<file path="config.mk">
export PLATFORM = sky130hd
export DESIGN_NAME = seq_divider_16x8
export DESIGN_NICKNAME = d
export VERILOG_FILES = /design/src/rtl/seq_div_pkg.sv /design/src/rtl/seq_div_step.sv /design/src/rtl/seq_divider_16x8.sv
export SDC_FILE = /design/constraint.sdc
export NUM_CORES = 1
export LEC_CHECK = 0
export CAP_MARGIN = 20
export CORE_UTILIZATION = 55
export DETAILED_ROUTE_END_ITERATION = 10
export GPL_TIMING_DRIVEN = 1
export PLACE_DENSITY = 0.91
export SLEW_MARGIN = 20
export SYNTH_ARGS = -nofsm -noshare
export SYNTH_HDL_FRONTEND = slang
export SYNTH_SLANG_ARGS = --single-unit
</file>
<file path="constraint.sdc">
create_clock -name clk -period 5.11 [get_ports clk]
set_clock_uncertainty 0.1 [all_clocks]
set_input_delay 1.022 -clock clk [delete_from_list [all_inputs] [get_ports clk]]
set_output_delay 1.022 -clock clk [all_outputs]
set_load 0.02 [all_outputs]
</file>
<file path="src/rtl/seq_div_pkg.sv">
// Shared types and sizing for the sequential restoring divider.
package seq_div_pkg;

  typedef enum logic [1:0] {
    IDLE = 2'b00,
    CALC = 2'b01,
    DONE = 2'b10
  } state_t;

  localparam int DEF_DW = 16;
  localparam int DEF_VW = 8;

  // The counter must be able to hold DW itself, hence one extra bit.
  function automatic int cnt_width(input int dw);
    return $clog2(dw) + 1;
  endfunction

  localparam int CNT_W = cnt_width(DEF_DW);

endpackage

</file>
<file path="src/rtl/seq_div_step.sv">
// One combinational radix-2 restoring division iteration.
module seq_div_step #(
  parameter int VW = 8
) (
  input  logic [VW:0]   rem_in,
  input  logic          bit_in,
  input  logic [VW-1:0] divisor,
  output logic [VW:0]   rem_out,
  output logic          q_bit
);

  // rem_in[VW] is zero whenever divisor is nonzero; with a zero divisor the
  // subtraction is a no-op, so keeping it in the compare changes nothing.
  logic [VW+1:0] shifted;
  logic [VW+1:0] diff;

  always_comb begin
    shifted = {rem_in, bit_in};
    diff    = shifted - {2'b00, divisor};
    q_bit   = (shifted >= {2'b00, divisor});
    rem_out = q_bit ? diff[VW:0] : shifted[VW:0];
  end

endmodule

</file>
<file path="src/rtl/seq_divider_16x8.sv">
// Sequential DW/VW unsigned restoring divider, one quotient bit per enabled clock.
// Optional DIV_BY_ZERO_EN adds div_by_zero and a one-cycle short-circuit for divisor 0.
module seq_divider_16x8
  import seq_div_pkg::*;
#(
  parameter int DW = DEF_DW,
  parameter int VW = DEF_VW
) (
  input  logic          clk,
  input  logic          sclr_n,
  input  logic          clk_ena,
  input  logic          start,
  input  logic [DW-1:0] dividend,
  input  logic [VW-1:0] divisor,
  output logic [DW-1:0] quotient,
  output logic [VW-1:0] remainder,
  output logic          busy,
  output logic          done_tick
`ifdef DIV_BY_ZERO_EN
  ,
  output logic          div_by_zero
`endif
);

  localparam int CW = cnt_width(DW);
  localparam logic [CW-1:0] LAST_CNT = CW'(DW - 1);

  state_t        state_reg, state_next;
  logic [CW-1:0] cnt_reg, cnt_next;
  logic [DW-1:0] dq_reg, dq_next;
  logic [VW-1:0] dvs_reg, dvs_next;
  logic [VW:0]   rem_reg, rem_next;
  logic [DW-1:0] quo_reg, quo_next;
  logic [VW-1:0] remo_reg, remo_next;
  logic          busy_reg, busy_next;
  logic          done_reg, done_next;

  logic [VW:0]   step_rem;
  logic          step_q;
  logic          accept;
  logic          dbz_hit;

  assign accept = start && ((state_reg == IDLE) || (state_reg == DONE));

  seq_div_step #(.VW(VW)) u_step (
    .rem_in  (rem_reg),
    .bit_in  (dq_reg[DW-1]),
    .divisor (dvs_reg),
    .rem_out (step_rem),
    .q_bit   (step_q)
  );

`ifdef DIV_BY_ZERO_EN
  logic dbz_pend_reg, dbz_pend_next;
  logic dbz_flag_reg, dbz_flag_next;

  assign dbz_hit     = dbz_pend_reg;
  assign div_by_zero = dbz_flag_reg;

  always_comb begin
    dbz_pend_next = dbz_pend_reg;
    dbz_flag_next = dbz_flag_reg;
    if (accept) begin
      dbz_pend_next = (divisor == '0);
      dbz_flag_next = 1'b0;
    end else if ((state_reg == CALC) && dbz_pend_reg) begin
      dbz_pend_next = 1'b0;
      dbz_flag_next = 1'b1;
    end
  end

  always_ff @(posedge clk) begin
    if (!sclr_n) begin
      dbz_pend_reg <= 1'b0;
      dbz_flag_reg <= 1'b0;
    end else if (clk_ena) begin
      dbz_pend_reg <= dbz_pend_next;
      dbz_flag_reg <= dbz_flag_next;
    end
  end
`else
  assign dbz_hit = 1'b0;
`endif

  always_ff @(posedge clk) begin
    if (!sclr_n) begin
      state_reg <= IDLE;
    end else if (clk_ena) begin
      state_reg <= state_next;
    end
  end

  always_comb begin
    state_next = state_reg;
    cnt_next   = cnt_reg;
    dq_next    = dq_reg;
    dvs_next   = dvs_reg;
    rem_next   = rem_reg;
    quo_next   = quo_reg;
    remo_next  = remo_reg;
    busy_next  = busy_reg;
    done_next  = 1'b0;

    case (state_reg)
      IDLE, DONE: begin
        if (start) begin
          dq_next    = dividend;
          dvs_next   = divisor;
          rem_next   = '0;
          cnt_next   = '0;
          busy_next  = 1'b1;
          state_next = CALC;
        end else begin
          state_next = IDLE;
        end
      end
      CALC: begin
        if (dbz_hit) begin
          quo_next   = '1;
          remo_next  = '0;
          busy_next  = 1'b0;
          done_next  = 1'b1;
          state_next = DONE;
        end else begin
          // Dividend bits leave at the top while quotient bits enter at the bottom.
          rem_next = step_rem;
          dq_next  = {dq_reg[DW-2:0], step_q};
          cnt_next = cnt_reg + CW'(1);
          if (cnt_reg == LAST_CNT) begin
            quo_next   = {dq_reg[DW-2:0], step_q};
            remo_next  = step_rem[VW-1:0];
            busy_next  = 1'b0;
            done_next  = 1'b1;
            state_next = DONE;
          end
        end
      end
      default: state_next = IDLE;
    endcase
  end

  always_ff @(posedge clk) begin
    if (!sclr_n) begin
      cnt_reg  <= '0;
      dq_reg   <= '0;
      dvs_reg  <= '0;
      rem_reg  <= '0;
      quo_reg  <= '0;
      remo_reg <= '0;
      busy_reg <= 1'b0;
      done_reg <= 1'b0;
    end else if (clk_ena) begin
      cnt_reg  <= cnt_next;
      dq_reg   <= dq_next;
      dvs_reg  <= dvs_next;
      rem_reg  <= rem_next;
      quo_reg  <= quo_next;
      remo_reg <= remo_next;
      busy_reg <= busy_next;
      done_reg <= done_next;
    end
  end

  assign quotient  = quo_reg;
  assign remainder = remo_reg;
  assign busy      = busy_reg;
  assign done_tick = done_reg;

endmodule

</file>
### Word-level counts from Yosys, hierarchy flattened

Cells that the tools add are included.

| word-level totals | value |
|---|---|
| register bits | 66 |
| input bits | 28 |
| ROM bits | 0 |
| memories kept | 0 |
| output and inout port bits | 26 |
| memory bits (writable) | 0 |
| latch bits | 0 |

| operators by class | value |
|---|---|
| order comparisons | 1 |
| reduce and logical (&&, ||, !) cells | 8 |
| shifts and indexed selects | 0 |
| multiply operators | 0 |
| mux-type cells | 15 |
| $add $sub $neg | 2 |
| equality and inequality tests | 5 |
| bitwise gates (word level) | 0 |
| divide/modulo/power cells | 0 |

Operator list:

| operator | number |
|---|---|
| one-hot mux 16 bit (2 select lines) | 1 |
| two-way mux 9 bit | 2 |
| one-hot mux 9 bit (2 select lines) | 1 |
| two-way mux 16 bit | 1 |
| greater-or-equal comparator 10 x 8 -> 1 bit | 1 |
| one-hot mux 5 bit (2 select lines) | 1 |
| AND reduction 3 bit | 3 |
| subtractor 9 x 8 -> 9 bit | 1 |
| adder 5 x 1 -> 5 bit (second input constant) | 1 |
| == test 5 x 4 -> 1 bit (second input constant) | 1 |
| two-way mux 1 bit | 5 |
| two-way mux 5 bit | 1 |
| inequality test 2 bit (second input constant) | 2 |
| one-hot mux 2 bit (2 select lines) | 1 |
| AND reduction 4 bit | 1 |
| == test 2 x 1 -> 1 bit (second input constant) | 1 |
| == test 2 bit (second input constant) | 1 |
| zero test 2 bit | 1 |
| two-way mux 2 bit | 1 |
| one-hot mux 1 bit (2 select lines) | 1 |
| AND reduction 2 bit | 1 |
| nonzero test 2 bit | 1 |
| OR reduction 2 bit | 1 |

### Depth between registers and ports, before layout

| depth | value |
|---|---|
| depth in word-level cells | 4 |
| gate-level depth with buffers | 11 |
| depth with buffers taken out | 9 |

### Modules after synthesis

A second synthesis with hierarchy kept.

| unflattened totals | value |
|---|---|
| cells, all modules | 363 |
| area, all modules | 3090.5 µm² |

Modules (own cells, without submodules):

| module | area each (µm²) | sequential area each (µm²) | cells each | instances |
|---|---|---|---|---|
| seq_divider_16x8 | 2567.5 | 1321.3 | 288 | 1 |
| seq_div_step | 523.0 | 0.0 | 75 | 1 |

### Least setup slack after synthesis

Ideal clock, no wire load.

| timing path | value |
|---|---|
| path kind | input-to-reg |
| from | in clk_ena |
| to | reg rem_reg[2] |
| buffers on the path | 2 |
| arrival time | 2.020 ns |
| setup slack | 2.868 ns |
| stages | 7 |
| data required time | 4.888 ns |
| cell sequence | and3b_1 > buf_2 > and2_1 > clkbuf_1 > nand2_1 > a21oi_1 > a311o_1 |

| between the ends | value |
|---|---|
| longest elaborated chain between the ends | 1 |

Ends and longest elaborated chain:

| what | RTL line | RTL |
|---|---|---|
| from (decl) | seq_divider_16x8.sv:11 | `input logic clk_ena,` |
| AND reduction 3 bit (no source line) | n/a |  |
| to (signal assigned) | seq_divider_16x8.sv:156 | `rem_reg <= rem_next;` |
| to (decl) | seq_divider_16x8.sv:32 | `logic [VW:0] rem_reg, rem_next;` |

No other way between the ends.
A chain may end at the register's enable or synchronous reset.

### Final worst setup path

| timing path | value |
|---|---|
| from | in start |
| to | reg rem_reg[8] |

| between the ends | value |
|---|---|
| longest elaborated chain between the ends | 2 |

Ends and longest elaborated chain:

| what | RTL line | RTL |
|---|---|---|
| from (decl) | seq_divider_16x8.sv:12 | `input logic start,` |
| inequality test 2 bit (no source line) | n/a |  |
| AND reduction 3 bit (no source line) | n/a |  |

No other way between the ends.

==> impl_metrics.env <==
export IMPL_crit_path_start_kind="primary input"
export IMPL_nNetsFinal=475
export IMPL_netSwitchingFraction_pct=28.5
export IMPL_synth_most_common_cell="nand2_1"
export IMPL_final_setup_tns_ps=0
export IMPL_synth_edf_count=0
export IMPL_rsz0062_at_grt="false"
export IMPL_dp_hpwl_mm=5.37
export IMPL_gr_total_overflow=0
export IMPL_pwr_share_comb_pct=17.6
export IMPL_setup_viol=0
export IMPL_cts_resized=0
export IMPL_yosysTopAreaCell="dfxtp_1"
export IMPL_netlist_top_cells_area="dfxtp_1 40%, nand2_1 10%, a21oi_1 6.0%"
export IMPL_fmax_ghz=0.301
export IMPL_post_cts_buffers=0
export IMPL_instances_no_fill=513
export IMPL_post_route_period_util_pct=65.1
export IMPL_routed_via_count=3082
export IMPL_firstDrtPassIters=5
export IMPL_grt_pass1_wl_mm=13.1
export IMPL_regArea_um2=1320
export IMPL_grt_max_degree=35
export IMPL_synth_top_cell_area_share_pct=40.4
export IMPL_relSlewSlack_pct=26.9
export IMPL_worst_pin_slew_ps=1100
export IMPL_die_w_um=79.2
export IMPL_fillers=436
export IMPL_drcViolationCount=0
export IMPL_cts_path_max_buffers=2
export IMPL_drive_above_1_share_pct=6.80
export IMPL_rows=27
export IMPL_port_buffers=53
export IMPL_synth_flop_cell="dfxtp_1"
export IMPL_antenna_left=0
export IMPL_die_area_um2=6270
export IMPL_root_buffer="clkbuf_8"
export IMPL_die_h_um=79.2
export IMPL_end_kind="register"
export IMPL_switching_power_uw=362
export IMPL_p_int_uw=909
export IMPL_placedCellCount=497
export IMPL_ys_ff_latch=66
export IMPL_ys_warnings_count=0
export IMPL_coreArea_um2=5610
export IMPL_cts_htree_levels=3
export IMPL_crit_arrival_ps=3450
export IMPL_clk_latency_ps=350
export IMPL_syn_to_final_growth_pct=21.1
export IMPL_cts_hold_buf=0
export IMPL_cellPowerDensity_nw_per_um2=321
export IMPL_num_io_pins=54
export IMPL_power_frac_clock_pct=39.4
export IMPL_multi_input_area_um2=1720
export IMPL_power_leakage_uw=0.00144
export IMPL_grt_usage_pct=26.9
export IMPL_cp_max_fo=34
export IMPL_ir_drop_v=0.000257
export IMPL_start_util_pct=58.4
export IMPL_viasPerCell=6.01
export IMPL_run_status="completed"
export IMPL_wl_per_cell_um=15.5
export IMPL_design_power_total_uw=1270
export IMPL_numCtsBuffers=9
export IMPL_syn_avg_cell_area_um2=8.15
export IMPL_synth_cells=402
export IMPL_clk_pin_slew_ps=70
export IMPL_maxSlewViolCount=0
export IMPL_routed_wl_mm=7.95
export IMPL_antenna_found_initial=0
export IMPL_cts_tree="yes"
export IMPL_drtIter0Drc=320
export IMPL_fin_crit_ps=3330
export IMPL_hp_class="register to register"
export IMPL_synth_seq_area_share_pct=40.4
export IMPL_cap_violations=0
export IMPL_p_seq_share_pct=43.0
export IMPL_ys_async_sr_fraction_pct=0
export IMPL_crit_type="primary input to register"
export IMPL_synth_common_cells="87 x nand2_1, 66 x dfxtp_1, 39 x a21oi_1"
export IMPL_ys_types=57
export IMPL_antennaDiodeCount=0
export IMPL_grt_pass1_vias=2820
export IMPL_worstPathRequired_ps=5230
export IMPL_place_congestion=0.923
export IMPL_syn_num_nets=441
export IMPL_hold_violations=0
export IMPL_syn_area_um2=3270
export IMPL_cts_sinks=66
## area by class of cell
| type | count | share of cell area, % |
|---|---|---|
| flip-flops and latches | 66 | 33.3 |
| clock inverters | 5 | 2.15 |
| repair buffers | 56 | 14.0 |
| clock buffers | 11 | 3.57 |
| well taps | 72 | 2.27 |
| multi-input cells | 288 | 43.3 |
| inverters | 15 | 1.42 |
## power groups by stage
stage / combinational (µW) / clock, µW / sequential (µW)
after floorplan: 188 / 0 / 554
after global placement: 209 / 0 / 557
after detailed placement: 217 / 0 / 558
after CTS: 219 / 504 / 546
after global routing: 243 / 528 / 549
final: 223 / 501 / 547
## critical path, stage by stage
cell and delay (ps):
clkdlybuf4s50_1 440, nor2b_1 560, o21a_1 930, nor2_1 200
a21oi_1 190, o22ai_1 90
## cells by family after synthesis
logic type | count (synthesis) | synth area share (%)
xor+xnor | 6 | 1.61
fa+ha+maj | 11 | 4.43
mux | 2 | 0.650
compound gates | 102 | 21.7
buf+inv | 48 | 7.41
flops | 66 | 40.4
simple gates | 167 | 23.8
## layout by cell type (no fill, tap or decap), types with 2 or more instances in the layout
cell type        instances
nand2_1                 87
dfxtp_1                 66
clkdlybuf4s50_1         53
a21oi_1                 39
nor2_1                  25
nand3_1                 18
a311oi_1                16
inv_1                   15
ha_1                    10
clkbuf_8                10
and3_1                   7
o21ai_0                  7
a31oi_1                  6
nand4_1                  5
a211oi_1                 5
nor3_1                   4
o211ai_1                 4
a21o_1                   4
nor2b_1                  3
xor2_1                   3
nand2b_1                 3
o21ai_1                  3
xnor2_1                  3
a311o_1                  3
buf_4                    3
and2_1                   2
nor3b_1                  2
a311oi_2                 2
inv_6                    2
bufinv_16                2
## through the flow
| step | util (%) | setup slack, ps | hold slack (ps) | area, µm² |
|---|---|---|---|---|
| after global placement | 66.5 | 1550 | 345 | 3730 |
| after CTS | 70.7 | 1820 | 360 | 3960 |
| final | 70.7 | 1780 | 358 | 3960 |
| after detailed placement | 66.6 | 1460 | 349 | 3740 |
| after global routing | 70.7 | 1590 | 381 | 3960 |
| after floorplan | - | 2870 | 336 | 3270 |
## final timing paths
check / start / slack [ps] / end / depth (start not counted)
setup / recovery: start / 1780 / rem_reg[8]$_SDFFE_PN0P_ / 6
hold / removal: quotient[8]$_SDFFE_PN0P_ / 360 / quotient[8]$_SDFFE_PN0P_ / 2
setup reg to reg: dq_reg[15]$_SDFFE_PN0P_ / 2320 / remainder[0]$_SDFFE_PN0P_ / 9
hold reg to reg: quotient[8]$_SDFFE_PN0P_ / 360 / quotient[8]$_SDFFE_PN0P_ / 2
## per-layer routing
layer	global-route usage, %	up-vias	wire length (µm)
met2	41.2	153	3720
met4	16.4	0	295
met1	35.3	1412	3410
li1	-	1489	-
met3	4.37	28	521
met5	0	-	0
Note: power is estimated with default switching activity, not from simulation.
